**config.mk**
```make
export PLATFORM = sky130hd
export DESIGN_NAME = wave_banner_seq
export DESIGN_NICKNAME = d
export VERILOG_FILES = /design/src/rtl/wave_banner_seq.sv
export SDC_FILE = /design/constraint.sdc
export NUM_CORES = 1
export LEC_CHECK = 0
export CORE_MARGIN = 1.5
export CORE_UTILIZATION = 60
export CTS_CLUSTER_DIAMETER = 50
export CTS_CLUSTER_SIZE = 10
export DETAILED_ROUTE_END_ITERATION = 7
export GPL_ROUTABILITY_DRIVEN = 0
export PLACE_DENSITY_LB_ADDON = 0.1
export REMOVE_ABC_BUFFERS = 1
export SETUP_SLACK_MARGIN = 0.02
export SYNTH_ARGS = -nofsm -noshare
export SYNTH_HDL_FRONTEND = slang
export SYNTH_SLANG_ARGS = --single-unit
```
**constraint.sdc**
```tcl
create_clock -name clk -period 8.2 [get_ports clk]
set_clock_uncertainty 0.05 [all_clocks]
set_input_delay 1.64 -clock clk [delete_from_list [all_inputs] [get_ports clk]]
set_output_delay 1.64 -clock clk [all_outputs]
set_load 0.05 [all_outputs]
```
**src/rtl/wave_banner_seq.sv**
```systemverilog
// wave_banner_seq: steps a pattern RAM column by column onto a bank of row lines,
// holding each column a programmable number of cycles, with optional looping.
module wave_banner_seq #(
  parameter int ROWS     = 6,
  parameter int MAX_COLS = 64,
  parameter int CW       = 6,
  parameter int TW       = 8
) (
  input  logic            clk,
  input  logic            rst,
  input  logic            start,
  input  logic            abort,
  input  logic            loop_en,
  input  logic [CW:0]     num_cols,
  input  logic [TW-1:0]   ticks_per_col,
  input  logic            wr_en,
  input  logic [CW-1:0]   wr_addr,
  input  logic [ROWS-1:0] wr_data,
  output logic [ROWS-1:0] rows,
  output logic [CW-1:0]   col_idx,
  output logic            col_strobe,
  output logic            busy,
  output logic            done
);
  typedef enum logic [1:0] {IDLE, RUN, FIN} state_t;
  localparam logic [CW:0] ONE = 1;
  state_t state_q, state_d;
  logic [ROWS-1:0] mem [MAX_COLS];
  logic [ROWS-1:0] rows_q, rows_d;
  logic [CW:0] col_q, col_d, ncols_q, ncols_d;
  logic [TW-1:0] tick_q, tick_d, t_q, t_d;
  logic strobe_q, strobe_d, busy_q, done_q;
  logic go, end_col, adv, end_sweep;
  assign go        = state_q == IDLE && start && num_cols != '0;
  assign end_col   = tick_q == t_q;
  assign adv       = state_q == RUN && end_col;
  assign end_sweep = adv && col_q == ncols_q - ONE;
  always_ff @(posedge clk)
    if (wr_en) mem[wr_addr] <= wr_data;
  always_ff @(posedge clk) begin
    if (rst) begin
      state_q  <= IDLE;
      rows_q   <= '0;
      col_q    <= '0;
      tick_q   <= '0;
      ncols_q  <= '0;
      t_q      <= '0;
      strobe_q <= 1'b0;
      busy_q   <= 1'b0;
      done_q   <= 1'b0;
    end else begin
      state_q  <= state_d;
      rows_q   <= rows_d;
      col_q    <= col_d;
      tick_q   <= tick_d;
      ncols_q  <= ncols_d;
      t_q      <= t_d;
      strobe_q <= strobe_d;
      busy_q   <= state_d == RUN;
      done_q   <= state_d == FIN;
    end
  end
  // abort outranks both the column advance and the end of sweep
  always_comb begin
    state_d = state_q == IDLE ? (start ? (num_cols == '0 ? FIN : RUN) : IDLE) :
              state_q == RUN  ? (abort ? IDLE : (end_sweep && !loop_en) ? FIN : RUN) :
              IDLE;
  end
  // the fetch reads mem before any same-edge write lands, so a hazard returns old data
  always_comb begin
    ncols_d  = go ? num_cols : ncols_q;
    t_d      = go ? (ticks_per_col == '0 ? TW'(1) : ticks_per_col) : t_q;
    col_d    = (go || end_sweep) ? '0 : adv ? col_q + ONE : col_q;
    tick_d   = (go || adv) ? TW'(1) : tick_q + TW'(1);
    strobe_d = go || adv;
    rows_d   = (go || adv) ? mem[col_d[CW-1:0]] : rows_q;
    if (state_d != RUN) begin
      rows_d   = '0;
      col_d    = '0;
      tick_d   = '0;
      strobe_d = 1'b0;
    end
  end
  assign rows       = rows_q;
  assign col_idx    = col_q[CW-1:0];
  assign col_strobe = strobe_q;
  assign busy       = busy_q;
  assign done       = done_q;
endmodule

```
== After elaboration in Yosys (flattened, before gate mapping) ==
Memories as Yosys holds them, arrays and structs flattened. A register that Yosys moved wholly into a read port is not among the register bits.
Cells that the tools add are included.

* Memories: 1
* Bits in registers: 35
* Word-level logic and storage cells: 47
* RAM bits: 384

{| class="wikitable"
|+ Memories
! memory !! words !! width !! read ports !! clocked after memory_dff !! wr ports !! RTL line !! source
|-
| mem || 64 || 6 || 1 || 1 || 1 || 28 || <nowiki>logic [ROWS-1:0] mem [MAX_COLS];</nowiki>
|}

* Eq/ne operators: 6
* Reductions and logical operators: 15
* $add $sub $neg: 3
* Muxes and demuxes: 12

{| class="wikitable"
|+ Operators with widths
! cell !! number
|-
| 2-bit two-way mux || 6
|-
| 6-bit two-way mux || 2
|-
| 8-bit by 1-bit adder with 8-bit output, second input constant || 1
|-
| 8-bit equality test || 1
|-
| 8-bit logical NOT || 1
|-
| 8-bit two-way mux || 1
|-
| 7-bit by 1-bit adder with 7-bit output, second input constant || 1
|-
| 7-bit equality test || 1
|-
| 7-bit logical NOT || 1
|-
| 7-bit nonzero test || 1
|-
| 7-bit by 1-bit subtractor with 7-bit output, second input constant || 1
|-
| 3-bit OR reduction || 2
|-
| 1-bit logical AND || 5
|-
| 2-bit by 1-bit equality test with 1-bit output, second input constant || 2
|-
| 1-bit two-way mux || 3
|-
| 2-bit equality test, second input constant || 1
|-
| 2-bit logical NOT || 1
|-
| 1-bit logical OR || 2
|-
| 2-bit by 1-bit inequality test with 1-bit output, second input constant || 1
|-
| 2-bit OR reduction || 1
|-
| 1-bit logical NOT || 1
|}

== Depth between registers and ports, before layout ==
Gate-level depths: netlist (run 1).

* Word-level depth: 10
* Mapped depth: 16
* Mapped depth without buffers: 12

== Least setup slack after synthesis (run 1) ==
OpenSTA, ideal clock, no wires.

* Path type: in2reg
* Start: in num_cols[2]
* End: reg rows_q[4] (netlist: rows[4]) (read register of mem)
* Path buffers: 1
* Arrival time: 4.005 ns
* Setup slack: 4.019 ns
* Cell stages on the path: 11
* Library setup time: 0.127 ns
* Required time: 8.023 ns
* Path through: or4_4 -> o41ai_4 -> nand2_1 -> mux2i_1 -> and2_1 -> buf_4 -> mux2_2 -> o221ai_1 -> nand3_1 -> a211oi_1 -> o32ai_1

* Cells in the longest elaborated chain, start to end: 6

{| class="wikitable"
|+ RTL lines
! item !! RTL line !! source
|-
| from (decl) || 14 || <nowiki>input logic [CW:0] num_cols,</nowiki>
|-
| 7-bit logical NOT || 65 || <nowiki>state_d = state_q == IDLE ? (start ? (num_cols == '0 ? FIN : RUN) : IDLE) :</nowiki>
|-
| 2-bit two-way mux (3 in series) || 65 ||
|-
| 2-bit by 1-bit inequality test with 1-bit output || 77 || <nowiki>if (state_d != RUN) begin</nowiki>
|-
| 2-bit OR reduction (no line) || n/a ||
|-
| to (decl) || 29 || <nowiki>logic [ROWS-1:0] rows_q, rows_d;</nowiki>
|}

Several ways; a longest one is shown, not always the timed one.
A chain may end at the register's enable or synchronous reset.

== Worst setup path after layout (run 1) ==
* Start: in num_cols[2]
* End: reg rows_q[2] (netlist: rows[2]) (read register of mem)

Same word-level chain as after synthesis.

==> run_results.csv, run 1 <==
group,metric,value,unit
clocking,post-cts-setup-buffers,0,
logic_synthesis,synthArstFlopShare,0,
pwr,p_leak,6.49,nW
min_path,hold_start,"t_q[1]$_SDFFE_PP0P_",
place,io_buffers,47,
clocking,clk_latency,0.56,ns
clocking,clock_sinks,425,
logic_synthesis,avgSynthCellArea,12.9,um^2
global_route,grt_first_pass_wirelength,79900,um
die,start_util,0.612,
clocking,cts_max_level,2,
sta,rsz0062_at_grt,"no",
drt,vias,13052,
critical_path,cp-start-kind,"primary input",
logic_synthesis,syn_inst,1415,
die,die_w,177,um
clocking,cts_tree,"yes",
clocking,cts_root_buf,"clkbuf_16",
critical_path,crit_arrival,6.22,ns
drt,drc,0,
critical_path,critical_path.endpoint_type,"flip-flop",
sta,min_period,5.79,ns
critical_path,cp_cell_sequence,"clkdlybuf4s50_1 > or4_4 > o41ai_4 > buf_4 > nand2_1 > mux2i_1 > nand2_1 > nand2_1 > o221ai_1 > o22ai_1 > o2111ai_1 > o211ai_1",
finish,fin_cells,1869,
critical_path,rr_worst_depth,11,
die,die_area,31500,um^2
sta,setup_viol,0,
drt,drt_iter0_drc,1791,
outcome,status,"finished clean",
clocking,clock_path_buffers,3,
critical_path,cp_common_cell,"nand2_1",
critical_path,critical-path-max-stage-delay,0.99,ns
global_route,grt_pass1_vias,12458,
sta,fin_crit_sh,0.706,
logic_synthesis,synth_edf_count,384,
min_path,min_to,"t_q[1]$_SDFFE_PP0P_",
sta,setup_tns,0,ns
die,rows,63,
global_route,grt_overflow,0,
logic_synthesis,yosys_warnings,0,
critical_path,critPathKind,"primary input to flip-flop",
finish,area_growth,11.9,%
finish,layout-drive-gt1-share,0.0953,
die,io_pins,48,
critical_path,r2r_end,"rows[2]$_SDFFE_PP0P_",
pwr,power_switching,1.06,mW
critical_path,cp_max_fo,28,
drt,drtAntennaViolNets,0,
logic_synthesis,synth-seq-cells,425,
logic_synthesis,ys_seq_area_frac,0.677,
clocking,postCtsHoldBufs,0,
sta,clock.fmax,0.173,GHz
die,core_area,29800,um^2
global_route,antenna_found_initial,0,
die,die_h,177,um
sta,finalHoldViolCount,0,
finish,fill_cells,2125,
global_route,grt_max_degree,65,
clocking,post_cts_resize_count,0,
drt,via_per_inst,6.98,
critical_path,reg2reg_setup_slack,2.50,ns
sta,slew_headroom,0.132,
drt,routedWlPerCell,29.1,um
pwr,p_comb_frac,0.063,
clocking,cts_buffers,49,
finish,fin_nets,1475,
critical_path,crit-reg2reg-launch,"tick_q[0]$_SDFF_PP0_",
place,dp_hpwl,33600,um
critical_path,cp.required,8.63,ns
job,max-cap-violations,0,
finish,diodes,0,
pwr,sw_frac_of_total,0.226,
critical_path,cpMaxStageDelayCell,"nand2_1",
global_route,track_usage,0.350,
pwr,intPower,3.62,mW
pwr,clkPwrFrac,0.425,
min_path,worstHoldPathType,"flip-flop to flip-flop",
sta,drv_slew,0,
sta,worstMarginPinSlew,1.30,ns
clocking,clk_pin_slew,0.06,ns
logic_synthesis,synth_cell_type_count,86,
pwr,cellPowerDensity,229,nW/um^2
logic_synthesis,syn-cell-area,18200,um^2
min_path,hold-path-cell-count,2,
pwr,pwr-share-seq,0.512,
pwr,power,4.67,mW
pwr,vdd_ir_drop_max,0.000204,V
logic_synthesis,synth_ff_type,"edfxtp_1",
place,place_inst,1778,
drt,routed_wirelength,54300,um
drt,firstDrtPassIters,6,
[cell usage after synthesis, types with 5 or more instances]
cell,number,area [um^2]
buf_4,16,120
mux2_2,19,214
xor2_1,8,70.1
nand4_1,10,62.6
dfxtp_1,41,821
xnor2_1,14,123
and3_1,16,100
a31oi_1,22,138
o211a_1,5,50.1
a21oi_1,41,205
clkbuf_1,53,199
o2111ai_1,8,70.1
nand2_1,160,601
nor3_1,26,130
a221oi_1,6,52.6
o22ai_1,27,169
o21ai_0,32,160
nand3b_1,5,37.5
nor2_1,162,608
o31ai_1,5,37.5
buf_1,5,18.8
a22oi_1,5,37.5
a311oi_1,8,70.1
inv_1,13,48.8
a211o_1,9,78.8
a211oi_1,31,233
mux2i_1,21,210
buf_2,31,155
a2111oi_0,5,43.8
or3_1,8,50.1
nand3_1,42,210
edfxtp_1,384,11500
o221ai_1,40,350
nor2b_1,8,50.1
o32ai_1,9,78.8
o211ai_1,29,218
[power by group through the flow]
stage	logic, mW	clock network, mW	registers [mW]
after floorplan	0.136	0	2.44
after global placement	0.278	0	2.44
after detailed placement	0.283	0	2.44
after CTS	0.285	1.98	2.40
after global routing	0.307	2.07	2.40
final	0.292	1.99	2.40
[cell type report]
class	count	area, um^2	area share
clock inverters	5	52.6	0.00257
multi-input cells	872	5410	0.265
well taps	390	488	0.0239
clock buffers	86	1400	0.0684
inverters	13	48.8	0.00239
repair buffers	78	673	0.0330
flip-flops and latches	425	12400	0.605
[metal layers]
layer  part of all wire  vias up  global-route usage
met2               0.44     1001               0.525
met4              0.042        0               0.147
li1                   -     5549                   -
met1               0.38     6347               0.488
met3               0.13      155              0.0932
met5                  0        -                   0
[worst max-delay path by stage]
stage | from | to | slack, ns
global placement | num_cols[2] | rows[4]$_SDFFE_PP0P_ | 2.24
global route | num_cols[2] | rows[2]$_SDFFE_PP0P_ | 2.28
floorplan | tick_q[0]$_SDFF_PP0_ | rows[1]$_SDFFE_PP0P_ | 0.87
CTS | num_cols[2] | rows[2]$_SDFFE_PP0P_ | 2.59
finish | num_cols[2] | rows[2]$_SDFFE_PP0P_ | 2.41
detailed placement | num_cols[2] | rows[4]$_SDFFE_PP0P_ | 2.12
[worst max-delay path: cells and delay by family]
kind            cells  cell delay, ns
simple gates        4            2.27
compound gates      5            1.19
buf+inv             2            0.81
mux                 1            0.26
[cells by family (layout without fill, tap and decap cells)]
group,after synthesis,in the layout,share of synthesized area
buffers and inverters,118,182,0.0297
XOR/XNOR,26,26,0.0145
flip-flops,425,425,0.677
multiplexers,40,40,0.0232
AND/OR/NAND/NOR,465,465,0.114
adder cells (fa/ha/maj),3,3,0.00206
AO/OA/AOI/OAI,338,338,0.139
[flip-flops by register name (all words and copies together) (netlist names)]
register and flops:
state_q 2, busy 1, mem 384, tick_q 8, done 1, col_q 7, rows 6, col_strobe 1
ncols_q 7, t_q 8
[cells in the final DEF, fill, tap and decap left out, types with 5 or more instances in the layout]
cell	netlist	final
nor3_1	26	25
mux2_2	19	19
a211o_1	9	9
nand3_1	42	42
o21ai_0	32	32
o211a_1	5	5
nor2b_1	8	7
a21oi_1	41	41
nand4_1	10	10
nor2_1	162	161
nand2_1	160	159
o2111ai_1	8	8
edfxtp_1	384	384
mux2i_1	21	20
and3_1	16	16
dfxtp_1	41	41
o22ai_1	27	27
a221oi_1	6	6
o211ai_1	29	29
a31oi_1	22	22
xnor2_1	14	14
o221ai_1	40	40
nand3b_1	5	5
clkdlybuf4s50_1	0	41
xor2_1	8	8
a311oi_1	8	8
clkbuf_1	53	35
inv_1	13	13
a22oi_1	5	5
a211oi_1	31	31
buf_2	31	6
or3_1	8	8
o31ai_1	5	5
clkbuf_16	0	50
a2111oi_0	5	5
o32ai_1	9	9
buf_4	16	31
[metrics by stage]
stage	cell area [um^2]	hold WS (ns)	utilization	setup slack, ns
after floorplan	17800	0.393	-	0.869
after global placement	19000	0.410	0.637	2.24
after detailed placement	19000	0.415	0.637	2.12
after CTS	20400	0.423	0.685	2.59
after global routing	20400	0.452	0.685	2.28
final	20400	0.426	0.685	2.41
(Power assumes the default switching activity.)
==> run 2, diff against run 1 <==
CORE_UTILIZATION = 56   (was 60)
clock period = 5 ns   (was 8.2 ns; I/O delays follow)
==> run 2 against run 1 <==
Worst setup slack lost 1.7 ns. Combinational power rose by 73%. Hold slack worse by 0.0056 ns. First-iteration DRC count shrank 3.7%. Critical path depth stayed put. Global-route usage is 1.5 points lower. Count of clock-buffer cells in the layout down 9. Register-to-register slack lost 1.7 ns. Routed wire length up 2.3%.
==> run_results.csv, run 2 (synthesis results as in run 1) <==
group,metric,value,unit
outcome,status,"finished clean",
drt,routed_wirelength,55600,um
sta,finalHoldViolCount,0,
finish,layout_common_cells,"edfxtp_1 (384), nor2_1 (161), nand2_1 (159)",
clocking,post_cts_resize_count,0,
global_route,grt_overflow,0,
critical_path,critPathKind,"primary input to flip-flop",
sta,worstMarginPinSlew,1.23,ns
global_route,grt_pass1_vias,12670,
place,io_buffers,47,
clocking,postCtsHoldBufs,0,
critical_path,cp-start-kind,"primary input",
clocking,clk_pin_slew,0.06,ns
finish,layout-drive-gt1-share,0.119,
sta,fin_crit_sh,0.852,
die,start_util,0.574,
clocking,clock_path_buffers,3,
die,die_area,33700,um^2
drt,drc,0,
clocking,cts_tree,"yes",
finish,fin_cells,1942,
clocking,post-cts-setup-buffers,0,
die,die_w,184,um
clocking,cts_max_level,2,
finish,final_common_cell,"edfxtp_1",
drt,drt_iter0_drc,1725,
min_path,hold_start,"t_q[4]$_SDFFE_PP0P_",
finish,area_growth,14.2,%
finish,multi_input_area,5410,um^2
clocking,clk_latency,0.57,ns
global_route,grt_max_degree,65,
finish,fill_cells,2341,
finish,final_area,20800,um^2
drt,vias,13210,
finish,largest_register_ffs,384,
global_route,track_usage,0.336,
pwr,cellPowerDensity,377,nW/um^2
critical_path,critical_path.endpoint_type,"flip-flop",
die,rows,65,
pwr,vdd_ir_drop_max,0.000352,V
critical_path,crit_arrival,4.64,ns
place,dp_hpwl,35500,um
sta,rsz0062_at_grt,"no",
finish,largest_registers,"mem x384, t_q x8, tick_q x8",
clocking,cts_root_buf,"clkbuf_16",
sta,drv_slew,0,
clocking,cts_buffers,51,
min_path,worstHoldPathType,"flip-flop to flip-flop",
pwr,p_leak,6.71,nW
global_route,grt_first_pass_wirelength,82400,um
drt,via_per_inst,6.80,
sta,setup_tns,0,ns
place,place_inst,1856,
sta,slew_headroom,0.179,
finish,regMostFlops,"mem",
critical_path,cp.required,5.38,ns
critical_path,startpoint,"num_cols[3]",
sta,setup_viol,0,
sta,min_period,4.26,ns
job,max-cap-violations,0,
finish,diodes,0,
finish,fin_nets,1510,
finish,register_area,12400,um^2
place,placed_area,19300,um^2
critical_path,cp_max_fo,26,
die,die_h,184,um
sta,clock.fmax,0.235,GHz
die,io_pins,48,
die,core_area,31800,um^2
global_route,antenna_found_initial,0,
drt,drtAntennaViolNets,0,
drt,routedWlPerCell,28.6,um
drt,firstDrtPassIters,6,
clocking,clock_sinks,425,
critical_path,crit-reg2reg-launch,"tick_q[0]$_SDFF_PP0_",
run 2: stage by stage:
step           hold slack [ns]   util  power [mW]  worst slack (ns)
2_1_floorplan            0.393      -        4.23             -2.33
3_3_place_gp             0.404  0.608        4.48             0.350
3_5_place_dp             0.412  0.608        4.49             0.253
4_1_cts                  0.419  0.655        7.87             0.830
5_1_grt                  0.452  0.655        8.05             0.511
6_report                 0.420  0.655        7.86             0.740
run 2: worst max-delay path, stage by stage:
cell and delay, ns:
clkdlybuf4s50_1 0.44, or4_4 0.55, o41ai_4 0.41, nand2_1 0.12, mux2i_1 0.37, and2_2 0.37
buf_12 0.23, mux2_2 0.36, o221ai_1 0.23, nand3_1 0.11, a211oi_1 0.31, o32ai_1 0.15
run 2: layer usage:
metal,GRT usage,up-vias,wire (um)
met4,0.137,0,2370
met3,0.0852,162,7220
met1,0.467,6435,21100
met5,0,-,0
met2,0.508,992,24900
li1,-,5621,-
run 2: final cells by class:
class                      instances  share of cell area
clock buffer                      77              0.0674
clock inverter                     9             0.00558
inverter                          13             0.00234
multi-input combinational        872               0.259
sequential                       425               0.593
tap                              435              0.0261
timing repair buffer             111              0.0466
run 2: final timing paths:
kind | end | slack [ns] | depth (start not counted)
worst max-delay path | rows[4]$_SDFFE_PP0P_ | 0.74 | 12
worst min-delay path | t_q[4]$_SDFFE_PP0P_ | 0.42 | 2
worst min register to register | t_q[4]$_SDFFE_PP0P_ | 0.42 | 2
worst max register to register | rows[1]$_SDFFE_PP0P_ | 0.76 | 12
run 2: report_power, final:
group          total [mW]  internal (mW)  switching [mW]
clock network        3.43           2.03            1.40
registers            3.93           3.91          0.0204
logic               0.504          0.149           0.355
==> run 3, diff against run 2 <==
SKIP_LAST_GASP = 1   (was unset)
==> results of run 3 <==
Same layout as run 2: the final DEF is identical, and so are final timing and power.
